===== config.mk =====
export PLATFORM = sky130hd
export DESIGN_NAME = uart_tx_datapath
export DESIGN_NICKNAME = d
export VERILOG_FILES = /design/src/rtl/uart_tx_datapath.sv
export SDC_FILE = /design/constraint.sdc
export NUM_CORES = 1
export LEC_CHECK = 0
export ABC_AREA = 1
export CAP_MARGIN = 40
export CELL_PAD_IN_SITES_DETAIL_PLACEMENT = 0
export CELL_PAD_IN_SITES_GLOBAL_PLACEMENT = 1
export CORE_UTILIZATION = 34
export CTS_CLUSTER_SIZE = 16
export DETAILED_ROUTE_END_ITERATION = 7
export PLACE_DENSITY = 0.83
export SLEW_MARGIN = 10
export SYNTH_ARGS = -nofsm -noshare
export SYNTH_HDL_FRONTEND = slang
export SYNTH_SLANG_ARGS = --single-unit

===== constraint.sdc =====
create_clock -name CLK -period 1.6 [get_ports CLK]
set_input_delay 0.48 -clock CLK [delete_from_list [all_inputs] [get_ports CLK]]
set_output_delay 0.48 -clock CLK [all_outputs]
set_load 0.02 [all_outputs]

===== src/rtl/uart_tx_datapath.sv =====
// UART TX datapath: byte capture, parity generation, LSB-first serializer and registered line driver.
// Optional compile-time feature UART_TX_BREAK_EN adds Break_Req, which forces the line low while held.

module uart_tx_datapath #(
    parameter int DATA_WIDTH = 8
) (
    input  logic                  CLK,
    input  logic                  RST,
    input  logic [DATA_WIDTH-1:0] P_DATA,
    input  logic                  Data_Valid,
    input  logic                  PAR_TYP,
    input  logic                  Busy,
    input  logic                  Ser_En,
    input  logic [1:0]            MUX_Sel,
`ifdef UART_TX_BREAK_EN
    input  logic                  Break_Req,
`endif
    output logic                  Ser_Done,
    output logic                  TX_OUT
);

    localparam int CNT_W = $clog2(DATA_WIDTH + 1);
    localparam logic [CNT_W-1:0] CNT_FULL = CNT_W'(DATA_WIDTH);

    localparam logic [1:0] SEL_START  = 2'b00;
    localparam logic [1:0] SEL_DATA   = 2'b01;
    localparam logic [1:0] SEL_PARITY = 2'b11;

    generate
        if (DATA_WIDTH < 5 || DATA_WIDTH > 9) begin : g_width_check
            $error("uart_tx_datapath: DATA_WIDTH must be in 5..9");
        end
    endgenerate

    logic [DATA_WIDTH-1:0] shift_reg;
    logic [CNT_W-1:0]      bit_cnt;
    logic                  par_bit;
    logic                  load;
    logic                  shift;
    logic                  line_next;

    // Load has priority over a shift strobe in the same cycle.
    assign load  = Data_Valid && !Busy;
    assign shift = Ser_En && !load && (bit_cnt != CNT_FULL);

    always_ff @(posedge CLK) begin
        if (RST) begin
            shift_reg <= '0;
            bit_cnt   <= '0;
            par_bit   <= 1'b0;
        end else if (load) begin
            shift_reg <= P_DATA;
            bit_cnt   <= '0;
            par_bit   <= (^P_DATA) ^ PAR_TYP;
        end else if (shift) begin
            shift_reg <= {1'b0, shift_reg[DATA_WIDTH-1:1]};
            bit_cnt   <= bit_cnt + CNT_W'(1);
        end
    end

    assign Ser_Done = (bit_cnt == CNT_FULL);

    // Data source uses the pre-shift LSB, so the bit leaving the register lands on the line.
    always_comb begin
        line_next = 1'b1;
        case (MUX_Sel)
            SEL_START:  line_next = 1'b0;
            SEL_DATA:   line_next = shift_reg[0];
            SEL_PARITY: line_next = par_bit;
            default:    line_next = 1'b1;
        endcase
`ifdef UART_TX_BREAK_EN
        if (Break_Req) begin
            line_next = 1'b0;
        end
`endif
    end

    always_ff @(posedge CLK) begin
        if (RST) begin
            TX_OUT <= 1'b1;
        end else begin
            TX_OUT <= line_next;
        end
    end

endmodule

==> impl_metrics.sql <==
INSERT INTO impl_metrics (metric_group, metric, value, unit) VALUES
('sta', 'timing.fmax', '0.6354', 'GHz'),
('drt', 'route.antenna.remaining_nets', '0', ''),
('grt', 'grt_first_pass_wirelength', '3146', 'um'),
('grt', 'maximum_number_of_pins_on_one_net_before_global_route_repair', '9', ''),
('sta', 'final_period_minus_worst_setup_slack', '1.574', 'ns'),
('synthesis', 'post_synth_num_cell_types', '23', ''),
('sta', 'clock_skew', '0.004861', 'ns'),
('synthesis', 'synth-seq-cells', '14', ''),
('finish', 'final_nets', '181', ''),
('clocking', 'clockBufferDepth', '2', ''),
('synthesis', 'number_of_synthesized_flops_with_an_enable_pin', '0', ''),
('placement', 'dp_slack', '-0.1424', 'ns'),
('outcome', 'outcome', 'complete, no violations', ''),
('synthesis', 'yosysSeqAreaShare', '34.41', '%'),
('drt', 'routed_wire_length_per_instance', '9.442', 'um'),
('grt', 'antenna_found_initial', '0', ''),
('synthesis', 'ys_dominant_reg_cell', 'dfxtp_1', ''),
('power', 'fin_total_pwr', '0.8365', 'mW'),
('setup_path', 'setup.worst_path.start_class', 'flip-flop', ''),
('synthesis', 'yosys.area.top_type_share', '34.41', '%'),
('clocking', 'cts_tree', 'done', ''),
('placement', 'port_buffers', '17', ''),
('sta', 'slew-limit-headroom', '85.18', '%'),
('grt', 'grt-ovfl-total', '0', ''),
('drt', 'met3_length', '60', 'um'),
('finish', 'postLayoutCellArea', '1250', 'sq um'),
('finish', 'filler_cell_count', '230', ''),
('grt', 'global_route.usage.total', '16.20', '%'),
('clocking', 'clock_sink_count', '14', ''),
('drt', 'topRoutingLayerUsed', 'met3', ''),
('synthesis', 'synthesis.area_per_instance', '6.732', 'sq um'),
('hold_path', 'hold_path.class', 'flip-flop to flip-flop', ''),
('clocking', 'worst_skew_pair.late_latency', '0.28', 'ns'),
('sta', 'final-hold-violation-count', '0', ''),
('setup_path', 'worst-path-max-fanout', '2', ''),
('clocking', 'clkTransAtPathRegs', '0.09', 'ns'),
('sta', 'worst_pin_slew', '0.2218', 'ns'),
('setup_path', 'max_stage_delay', '0.33', 'ns'),
('placement', 'place.gp.congestion', '0.7343', ''),
('clocking', 'postCtsHoldBufs', '0', ''),
('synthesis', 'cell_with_the_most_instances_after_synthesis', 'nand2_1', ''),
('synthesis', 'synthDominantAreaCellType', 'dfxtp_1', ''),
('sta', 'finalWorstSetupSlack', '0.02613', 'ns'),
('synthesis', 'post_synth_instance_area', '814.5', 'sq um'),
('die', 'die_area', '2595', 'sq um'),
('power', 'p_per_area', '669.2', 'nW/um^2'),
('power', 'ir_drop', '0.0003454', 'V'),
('synthesis', 'synth.top_cells.by_area', 'dfxtp_1 (34%), nand2_1 (19%), inv_1 (8.8%)', ''),
('drt', 'route.detailed.vias_per_inst', '4.458', ''),
('die', 'floorplan.die.width', '50.95', 'um'),
('sta', 'final.period_utilization', '98.37', '%'),
('sta', 'grt_setup_unrepaired', 'yes', ''),
('finish', 'largest_reg_flops', '8', ''),
('power', 'leakage', '0.5844', 'nW'),
('run', 'timing.max_cap.violations', '0', ''),
('clocking', 'cts_htree_levels', '1', ''),
('finish', 'area_growth', '53.46', '%'),
('drt', 'detailedRoute.firstPassIterationCount', '4', ''),
('die', 'initial_core_utilization', '36.47', '%'),
('setup_path', 'required', '1.12', 'ns'),
('die', 'floorplan.die.height', '50.95', 'um'),
('setup_path', 'critPathSlowestCell', 'dfxtp_2', ''),
('setup_path', 'setup.worst_path.end_class', 'output pin', ''),
('drt', 'drt-initial-drc-count', '17', ''),
('finish', 'finish.utilization', '55.97', '%'),
('sta', 'timing.final.setup_violations', '0', ''),
('finish', 'layout-drive-gt1-share', '25.31', '%'),
('die', 'io_pins', '18', ''),
('drt', 'vias', '847', ''),
('clocking', 'cts_buffers', '3', ''),
('drt', 'drc', '0', '');
kinds of logic (layout without fill, tap and decap cells):
logic type	count (synthesis)	in the layout	share of synthesized area (%)
compound gates	21	21	16.44
buf+inv	23	64	11.37
simple gates	60	60	33.64
xor+xnor	1	1	1.075
flops	14	14	34.41
fa+ha+maj	2	2	3.072
through the flow:
| stage | TNS, ns | std cells |
|---|---|---|
| finish | 0 | 190 |
| global route | -0.03249 | 190 |
| CTS | -0.004997 | 188 |
| detailed placement | -1.135 | 184 |
| global placement | -0.9251 | 184 |
| floorplan | 0 | 121 |
per-layer routing:
| metal | global-route usage [%] | vias to the layer above |
|---|---|---|
| li1 | - | 461 |
| met1 | 19.28 | 369 |
| met2 | 28.29 | 17 |
| met3 | 4.464 | 0 |
| met4 | 4.167 | 0 |
| met5 | 0 | - |
final cells by class:
cell class	count	area (sq um)	share of cell area, %
multi-input cells	84	466.7	37.34
repair buffers	39	347.8	27.83
flip-flops and latches	14	282.8	22.62
inverters	21	81.33	6.507
clock buffers	4	36.28	2.903
well taps	28	35.03	2.803
cell usage in the layout (no fill, tap or decap), drive strengths merged:
cell type,netlist,routed
dlygate4sd2,0,1
a22oi,3,3
o211ai,1,1
a211oi,1,1
clkbuf,1,4
nand3,5,5
nand2,43,43
and3,1,1
ha,2,2
clkdlybuf4s50,0,15
nor2,10,10
nor3,1,1
xor2,1,1
inv,21,21
dfxtp,14,14
buf,1,23
o21ai,4,4
a21oi,8,8
a31oi,4,4
timing repair:
action                     4_1_cts  5_1_grt
resized for setup                7        9
pin swaps                        0        2
buffers inserted                 0        2
setup endpoints to repair        2        3
power breakdown:
part	leakage [nW]	internal [mW]	switching [mW]
clock network	0.0210	0.138	0.115
logic	0.448	0.112	0.0976
registers	0.115	0.366	0.00735
critical path: cells and delay by family (launching register included):
family	cells	cell delay (ns)
adders and majority gates	1	0.14
DFF	1	0.33
and+or+nand+nor	2	0.15
buffers and inverters	2	0.18
worst paths after layout:
check               startpoint      endpoint  slack [ns]  cells past startpoint
setup / recovery    bit_cnt[1]      Ser_Done        0.03                      5
hold / removal    shift_reg[4]  shift_reg[4]        0.47                      2
setup reg to reg    bit_cnt[1]  shift_reg[5]        0.11                     10
hold reg to reg   shift_reg[4]  shift_reg[4]        0.47                      2
Note: power is estimated with default switching activity, not from simulation.
